$ cat config.mk
export PLATFORM = sky130hd
export DESIGN_NAME = pcomp_multi
export DESIGN_NICKNAME = d
export VERILOG_FILES = /design/src/rtl/pcomp_multi.sv
export SDC_FILE = /design/constraint.sdc
export NUM_CORES = 2
export LEC_CHECK = 0
export ABC_AREA = 0
export CAP_MARGIN = 40
export CORE_ASPECT_RATIO = 0.8
export CORE_UTILIZATION = 31
export CTS_CLUSTER_DIAMETER = 100
export DETAILED_ROUTE_END_ITERATION = 7
export PLACE_DENSITY = 0.53
export SYNTH_ARGS = -nofsm -noshare
export SYNTH_HDL_FRONTEND = slang
export SYNTH_SLANG_ARGS = --single-unit
$ cat constraint.sdc
create_clock -name clk_i -period 11.75 [get_ports clk_i]
set_clock_uncertainty 0.2 [all_clocks]
set_input_delay 2.35 -clock clk_i [delete_from_list [all_inputs] [get_ports clk_i]]
set_output_delay 2.35 -clock clk_i [all_outputs]
set_load 0.005 [all_outputs]
$ cat src/rtl/pcomp_multi.sv
// Multi-channel position-compare engine. NCH independent channels share one
// signed position bus; each emits a pulse train at regularly spaced positions.
module pcomp_multi #(
  parameter int POSN_W = 32,
  parameter int CNT_W  = 32,
  parameter int NCH    = 4
) (
  input  logic                     clk_i,
  input  logic                     reset_n_i,
  input  logic signed [POSN_W-1:0] posn_i,
  input  logic [NCH-1:0]           enable_i,
  input  logic [NCH*POSN_W-1:0]    start_i,
  input  logic [NCH*POSN_W-1:0]    step_i,
  input  logic [NCH*POSN_W-1:0]    width_i,
  input  logic [NCH*CNT_W-1:0]     num_i,
  input  logic [NCH*POSN_W-1:0]    deltap_i,
  input  logic [NCH-1:0]           dir_i,
  input  logic [NCH-1:0]           relative_i,
  output logic [NCH-1:0]           act_o,
  output logic [NCH-1:0]           out_o,
  output logic [NCH*2-1:0]         err_o,
  output logic [NCH*CNT_W-1:0]     pcount_o
);

  // Two guard bits keep start/step/width/deltap sums from wrapping.
  localparam int EW = POSN_W + 2;

  localparam logic [1:0] ERR_NONE = 2'd0;
  localparam logic [1:0] ERR_SKIP = 2'd1;
  localparam logic [1:0] ERR_REV  = 2'd2;

  typedef enum logic [2:0] {
    ST_IDLE  = 3'd0,
    ST_ARM   = 3'd1,
    ST_WAIT  = 3'd2,
    ST_PULSE = 3'd3,
    ST_DONE  = 3'd4,
    ST_ERR   = 3'd5
  } state_t;

  function automatic logic reached(input logic signed [EW-1:0] p,
                                   input logic signed [EW-1:0] x,
                                   input logic dir);
    return dir ? (p <= x) : (p >= x);
  endfunction

  logic signed [EW-1:0] posn_x_s;

  assign posn_x_s = {{2{posn_i[POSN_W-1]}}, posn_i};

  for (genvar c = 0; c < NCH; c++) begin : g_ch
    state_t               state_r;
    logic signed [EW-1:0] pk_r;
    logic signed [EW-1:0] step_r;
    logic signed [EW-1:0] width_r;
    logic signed [EW-1:0] deltap_r;
    logic [CNT_W-1:0]     num_r;
    logic [CNT_W-1:0]     pcount_r;
    logic                 dir_r;
    logic                 act_r;
    logic                 out_r;
    logic [1:0]           err_r;

    logic signed [EW-1:0] start_x_s;
    logic signed [EW-1:0] origin_s;
    logic signed [EW-1:0] pitch_s;
    logic signed [EW-1:0] pend_s;
    logic signed [EW-1:0] arm_lim_s;
    logic [CNT_W-1:0]     pcount_inc_s;
    logic                 arm_ok_s;
    logic                 retreat_s;
    logic                 hit_start_s;
    logic                 hit_end_s;
    logic                 last_s;

    // Direction-dependent compare points derived from the latched settings.
    always_comb begin
      start_x_s = {{2{start_i[c*POSN_W+POSN_W-1]}}, start_i[c*POSN_W +: POSN_W]};
      origin_s  = relative_i[c] ? posn_x_s : {EW{1'b0}};
      if (dir_r) begin
        pitch_s   = -step_r;
        pend_s    = pk_r - width_r;
        arm_lim_s = pk_r + deltap_r;
        arm_ok_s  = (posn_x_s >= arm_lim_s);
        retreat_s = (posn_x_s > pk_r);
      end else begin
        pitch_s   = step_r;
        pend_s    = pk_r + width_r;
        arm_lim_s = pk_r - deltap_r;
        arm_ok_s  = (posn_x_s <= arm_lim_s);
        retreat_s = (posn_x_s < pk_r);
      end
      hit_start_s  = reached(posn_x_s, pk_r, dir_r);
      hit_end_s    = reached(posn_x_s, pend_s, dir_r);
      pcount_inc_s = pcount_r + {{(CNT_W-1){1'b0}}, 1'b1};
      last_s       = (num_r != {CNT_W{1'b0}}) && (pcount_inc_s == num_r);
    end

    // Channel FSM; all outputs are registered straight from this block.
    always_ff @(posedge clk_i or negedge reset_n_i) begin
      if (!reset_n_i) begin
        state_r  <= ST_IDLE;
        pk_r     <= {EW{1'b0}};
        step_r   <= {EW{1'b0}};
        width_r  <= {EW{1'b0}};
        deltap_r <= {EW{1'b0}};
        num_r    <= {CNT_W{1'b0}};
        pcount_r <= {CNT_W{1'b0}};
        dir_r    <= 1'b0;
        act_r    <= 1'b0;
        out_r    <= 1'b0;
        err_r    <= ERR_NONE;
      end else if (state_r == ST_IDLE) begin
        out_r <= 1'b0;
        if (enable_i[c]) begin
          // Being in IDLE with enable high is always an enable rise.
          pk_r     <= origin_s + start_x_s;
          step_r   <= {2'b00, step_i[c*POSN_W +: POSN_W]};
          width_r  <= {2'b00, width_i[c*POSN_W +: POSN_W]};
          deltap_r <= {2'b00, deltap_i[c*POSN_W +: POSN_W]};
          num_r    <= num_i[c*CNT_W +: CNT_W];
          dir_r    <= dir_i[c];
          pcount_r <= {CNT_W{1'b0}};
          err_r    <= ERR_NONE;
          act_r    <= 1'b1;
          state_r  <= ST_ARM;
        end else begin
          act_r <= 1'b0;
        end
      end else if (!enable_i[c]) begin
        out_r   <= 1'b0;
        act_r   <= 1'b0;
        state_r <= ST_IDLE;
      end else begin
        case (state_r)
          ST_ARM: begin
            if (arm_ok_s) begin
              state_r <= ST_WAIT;
            end else begin
              state_r <= ST_ARM;
            end
          end
          ST_WAIT: begin
            if (hit_end_s) begin
              err_r   <= ERR_SKIP;
              act_r   <= 1'b0;
              state_r <= ST_ERR;
            end else if (hit_start_s) begin
              out_r   <= 1'b1;
              state_r <= ST_PULSE;
            end else begin
              state_r <= ST_WAIT;
            end
          end
          ST_PULSE: begin
            if (retreat_s) begin
              out_r   <= 1'b0;
              err_r   <= ERR_REV;
              act_r   <= 1'b0;
              state_r <= ST_ERR;
            end else if (hit_end_s) begin
              out_r    <= 1'b0;
              pcount_r <= pcount_inc_s;
              pk_r     <= pk_r + pitch_s;
              if (last_s) begin
                act_r   <= 1'b0;
                state_r <= ST_DONE;
              end else begin
                state_r <= ST_WAIT;
              end
            end else begin
              state_r <= ST_PULSE;
            end
          end
          ST_DONE, ST_ERR: begin
            out_r <= 1'b0;
            act_r <= 1'b0;
          end
          default: begin
            out_r   <= 1'b0;
            act_r   <= 1'b0;
            state_r <= ST_IDLE;
          end
        endcase
      end
    end

    assign act_o[c]                     = act_r;
    assign out_o[c]                     = out_r;
    assign err_o[c*2 +: 2]              = err_r;
    assign pcount_o[c*CNT_W +: CNT_W]   = pcount_r;
  end

endmodule

# Word-level counts from Yosys, hierarchy flattened
# Cells that the tools add are included.
op_classes:
  n_mux: 196
  eq_ne: 68
  n_addsub: 32
  order_cmp: 32
  reduce_logical: 52
ops:
  columns: ["op", "count"]
  rows:
  - ["$mux 34", 36]
  - ["$mux 32", 24]
  - ["$ge 32x34->1", 12]
  - ["$le 32x34->1", 12]
  - ["$add 34x33->34", 8]
  - ["$sub 34x33->34", 8]
  - ["$add 34x32->34", 4]
  - ["$add 34x34->34", 4]
  - ["$gt 32x34->1", 4]
  - ["$lt 32x34->1", 4]
  - ["$neg 32->34", 4]
  - ["$add 32x1->32 const B", 4]
  - ["$eq 32x32->1", 4]
  - ["$reduce_bool 32->1", 4]
  - ["$mux 3", 28]
  - ["$mux 1", 68]
  - ["$reduce_and 4->1", 16]
  - ["$mux 2", 24]
  - ["$ne 3x3->1 const B", 16]
  - ["$ne 4x4->1 const B", 12]
  - ["$pmux 3 s4", 4]
  - ["$ne 5x5->1 const B", 8]
  - ["$eq 3x2->1 const B", 8]
  - ["$eq 3x3->1 const B", 8]
  - ["other kinds (11)", 56]
word_totals:
  regBits: 808
  word_cells: 424
  inputBits: 686
  output_inout_bits: 144

# Depth between registers and ports, before layout
depth:
  word_depth: 9
  ltp_mapped: 34
  ltp_nobuf: 33

# Worst setup path before layout
# OpenSTA, ideal clock, no wires.
synth_path:
  path_kind: "flip-flop to flip-flop"
  startpoint: "register g_ch[2].dir_r"
  endpoint: "register g_ch[2].pcount_r[6]"
  t_arrival_ps: 6747
  path_stages_with_launch: 28
  t_required_ps: 11468
  setup_slack_ps: 4721
  period_less_slack_ps: 7029
  path_cell_list: "dfrtp_1 clkbuf_1 clkbuf_1 clkbuf_1 mux2i_1 fa_1 a21oi_1 o21ai_0 a2111oi_0 o41ai_1 o211ai_1 o21ai_0 a21oi_1 o21ai_0 a211o_1 a21oi_1 xor2_1 ha_1 nand4_1 nor4_1 nand2_1 o2111ai_1 mux2i_1 and4_1 clkbuf_1 buf_1 a21oi_1 a31oi_1"
synth_between:
  elab_chain_cells: 5
  elab_cells_between_ends: 8
  classes_between: "2 x order compare; 1 x eq/ne; 3 x mux; 2 x reduce/logical"
synth_lines:
  columns: ["item", "line_no", "source"]
  rows:
  - ["start, declared", "59", "logic dir_r;"]
  - ["start signal, assigned", "122", "dir_r <= dir_i[c];"]
  - ["$mux 34", "80", "if (dir_r) begin"]
  - ["$ge 32x34->1 / $le 32x34->1 (equally long branches)", "44", "return dir ? (p <= x) : (p >= x);"]
  - ["$mux 1", "44", null]
  - ["$reduce_bool 2->1 (no source line)", null, null]
  - ["$reduce_and 4->1 (no source line) (*)", null, null]
  - ["end signal, assigned", "108", "pcount_r <= {CNT_W{1'b0}};"]
  - ["end signal, assigned", "123", "pcount_r <= {CNT_W{1'b0}};"]
  - ["end signal, assigned", "163", "pcount_r <= pcount_inc_s;"]
  - ["end, declared", "58", "logic [CNT_W-1:0] pcount_r;"]
# Every way passes the cells marked *; elsewhere a longest branch is shown, timed or not.
# A chain may end at the register's enable or synchronous reset.

# Final worst setup path
layout_path:
  startpoint: "register g_ch[1].width_r[3]"
  endpoint: "register g_ch[1].pk_r[28]"
layout_between:
  elab_chain_cells: 6
  elab_cells_between_ends: 8
  classes_between: "2 x add/sub; 2 x order compare; 2 x mux; 2 x reduce/logical"
layout_lines:
  columns: ["item", "line_no", "source"]
  rows:
  - ["start, declared", "55", "logic signed [EW-1:0] width_r;"]
  - ["start signal, assigned", "105", "width_r <= {EW{1'b0}};"]
  - ["start signal, assigned", "119", "width_r <= {2'b00, width_i[c*POSN_W +: POSN_W]};"]
  - ["$add 34x33->34 / $sub 34x33->34 (equally long branches)", "88, 82", null]
  - ["$mux 34 (*)", "80", null]
  - ["$ge 32x34->1 / $le 32x34->1 (equally long branches)", "44", null]
  - ["$mux 1 (*)", "44", null]
  - ["$reduce_bool 2->1 (no source line) (*)", null, null]
  - ["$reduce_and 4->1 (no source line) (*)", null, null]
  - ["end signal, assigned", "103", "pk_r <= {EW{1'b0}};"]
  - ["end signal, assigned", "117", "pk_r <= origin_s + start_x_s;"]
  - ["end signal, assigned", "164", "pk_r <= pk_r + pitch_s;"]
  - ["end, declared", "53", "logic signed [EW-1:0] pk_r;"]
# Marked as above.

==> run_results.csv <==
group,metric,value,unit
outcome,status,"complete, no violations",
min_path,hold_path.class,"reg -> reg",
grt,grt_overflow_total,0,
cells_and_area,mostFrequentLayoutCells,"nand2_1 (1777), ha_1 (1204), a21oi_1 (894)",
placed_design,port_buffers,829,
yosys,yosysUniqueCellTypes,92,
clock_network,clock_latency,0.80,ns
setup_path,reg2reg_slack,3.23,ns
route,wl_per_cell,22.7,um
clock_network,clk_pin_slew,0.06,ns
setup_path,ff2ff_path_depth,27,
route,avgViaCountPerCell,5.40,
clock_network,clockRootBuffer,"clkbuf_16",
sta,setup_viol,0,
setup_path,r2r-start,"g_ch[1].width_r[3]$_DFFE_PN0P_",
floorplanning,die_w,593,um
cells_and_area,fin_nets,13700,
sta,timing_worst_slew_pin_value,1.03,ns
clock_network,hold_buffers,0,
cells_and_area,instances_no_fill,15600,
sta,holdWs,0.279,ns
grt,antenna_found_initial,63,
clock_network,htree_levels,3,
setup_path,required,12.17,ns
cells_and_area,multi_input_area,0.0629,mm^2
setup_path,worstSetupStartpointType,"register",
cells_and_area,num-fill-cells,29000,
sta,relSlewSlack,31.0,%
clock_network,cts_buffers,108,
grt,grt_max_degree,173,
route,routed_wl,355,mm
clock_network,cts_resized,0,
sta,rsz0062_at_grt,"false",
yosys,postSynthCellCount,11100,
route,via_count,84200,
floorplanning,core,0.278,mm^2
yosys,synth_seq_cells,808,
setup_path,timing.rr.end,"g_ch[1].pk_r[28]$_DFFE_PN0P_",
route,ant_nets,0,
setup_path,crit_type,"reg -> reg",
cells_and_area,drive_above_1_share,4.02,%
sta,max_freq,117,MHz
yosys,synth-edff-count,0,
grt,grt_pass1_wl,517,mm
yosys,syn_area,0.0866,mm^2
route,drtIter0Drc,7682,
yosys,ys_warn_count,0,
placed_design,dpl.cell_count,15400,
floorplanning,std_cell_rows,173,
setup_path,critical_path.max_fanout,40,
cells_and_area,syn2layout_area_growth,18.8,%
clock_network,cts_tree,"yes",
floorplanning,start_util,31.2,%
yosys,syn_nets,13100,
route,drc,0,
yosys,ys_seq_area_share,23.3,%
floorplanning,io_pins,830,
sta,hold_viol_final,0,
grt,grt_pass1_vias,77500,
placed_design,gp_congestion,0.953,
sta,slew_viol_final,0,
route,dr.pass1.iters,6,
flow_run,drv_cap,0,
clock_network,numClockSinks,808,
setup_path,end_kind,"register",
sta,finalCritPeriodShare,72.5,%
sta,period_needed,8.52,ns
setup_path,slowest_stage,"a2111oi_0",
sta,setup_tns,0,ns
sta,worst_slack,3.23,ns
setup_path,max_stage_delay,0.77,ns
min_path,worstHoldEndpoint,"g_ch[2].act_r$_DFFE_PN0P_",
yosys,avgSynthCellArea,7.77,um^2
clock_network,cts_max_path_buffers,3,
yosys,synth-async-reset-ratio,100,%
setup_path,crit_arrival,8.94,ns
floorplanning,die-area,0.282,mm^2
min_path,hold_path_depth,1,
yosys,synth_ff_type,"dfrtp_1",
cells_and_area,final_common_cell,"nand2_1",
placed_design,hpwlAfterDp,282,mm
floorplanning,die_h,475,um
placed_design,dp_slack,3.46,ns
cells_and_area,regArea,0.0202,mm^2
clock_network,post_cts_buffers,0,
min_path,min_from,"g_ch[2].act_r$_DFFE_PN0P_",
grt,grt.total_usage,24.4,%
[worst max path at each step]
stage | start | endpoint | slack, ns | cells past startpoint
2_1_floorplan | g_ch[2].dir_r$_DFFE_PN0P_ | g_ch[2].pcount_r[6]$_DFFE_PN0P_ | 4.72 | 27
3_3_place_gp | g_ch[1].width_r[4]$_DFFE_PN0P_ | g_ch[1].pcount_r[20]$_DFFE_PN0P_ | 3.06 | 28
3_5_place_dp | g_ch[1].width_r[5]$_DFFE_PN0P_ | g_ch[1].pk_r[28]$_DFFE_PN0P_ | 3.46 | 27
4_1_cts | g_ch[1].width_r[5]$_DFFE_PN0P_ | g_ch[1].pk_r[28]$_DFFE_PN0P_ | 3.40 | 27
5_1_grt | g_ch[1].width_r[4]$_DFFE_PN0P_ | g_ch[1].pk_r[28]$_DFFE_PN0P_ | 2.61 | 27
6_report | g_ch[1].width_r[3]$_DFFE_PN0P_ | g_ch[1].pk_r[28]$_DFFE_PN0P_ | 3.23 | 27
[critical path, delay by kind of cell, from the launching register on]
family          cells  cell delay, ns
compound gates     12            3.47
xor+xnor            2            0.31
fa+ha+maj           2            0.52
buf+inv             1            0.42
flops               1            0.44
simple gates       10            2.98
[cells in the mapped netlist, types with 90 or more instances]
master,count,area (um^2)
nand4_1,192,1200
ha_1,1204,15100
clkbuf_1,355,1330
dfrtp_1,808,20200
a211oi_1,159,1190
a21oi_1,894,4470
nand3_1,192,961
o21bai_1,95,713
o211ai_1,94,706
nand2_1,1781,6690
nor3_1,230,1150
xor2_1,277,2430
nor2_1,786,2950
a21o_1,383,2880
nor2b_1,96,601
a31oi_1,121,757
o31ai_1,90,676
xnor2_1,735,6440
nor4_1,101,632
inv_1,554,2080
o21ai_0,697,3490
nand2b_1,138,863
o21a_1,109,818
and3_1,91,569
and2_1,185,1160
[stage by stage]
step                      utilization (%)  cell area [um^2]
after global routing                 37.1            103000
after detailed placement             35.7             99100
final                                37.1            103000
after floorplan                         -             86600
after CTS                            37.0            103000
after global placement               35.6             98800
[per-layer routing]
| metal | part of all wire [%] | track usage (%) |
|---|---|---|
| met5 | 0.080 | 0 |
| met4 | 3.0 | 7.31 |
| met3 | 8.0 | 4.73 |
| met1 | 50 | 37.4 |
| met2 | 39 | 33.6 |
[flip-flops by register name, summed over array words and instances (netlist names)]
name and flops:
g_ch.out_r 4, g_ch.pcount_r 128, g_ch.err_r 8, g_ch.num_r 128, g_ch.width_r 128, g_ch.dir_r 4, g_ch.deltap_r 128, g_ch.step_r 128
g_ch.act_r 4, g_ch.pk_r 136, g_ch.state_r 12
[kinds of logic after synthesis]
| kind of cell | count (synthesis) | synth area share [%] |
|---|---|---|
| AND/OR/NAND/NOR | 4060 | 21.7 |
| flip-flops | 808 | 23.3 |
| AO/OA/AOI/OAI | 3024 | 22.0 |
| multiplexers | 51 | 0.624 |
| buffers and inverters | 964 | 4.24 |
| XOR/XNOR | 1012 | 10.2 |
| adder cells (fa/ha/maj) | 1224 | 17.9 |
[final cells by class]
type | instances | area share, %
timing repair buffer | 963 | 9.05
multi-input combinational | 9371 | 61.1
antenna | 24 | 0.0583
tap | 3675 | 4.47
sequential | 808 | 19.6
clock inverter | 47 | 0.645
clock buffer | 144 | 3.01
inverter | 560 | 2.04
Power is not shown: default switching activity piles up to over one toggle a cycle in this logic, so the estimate is an artifact.
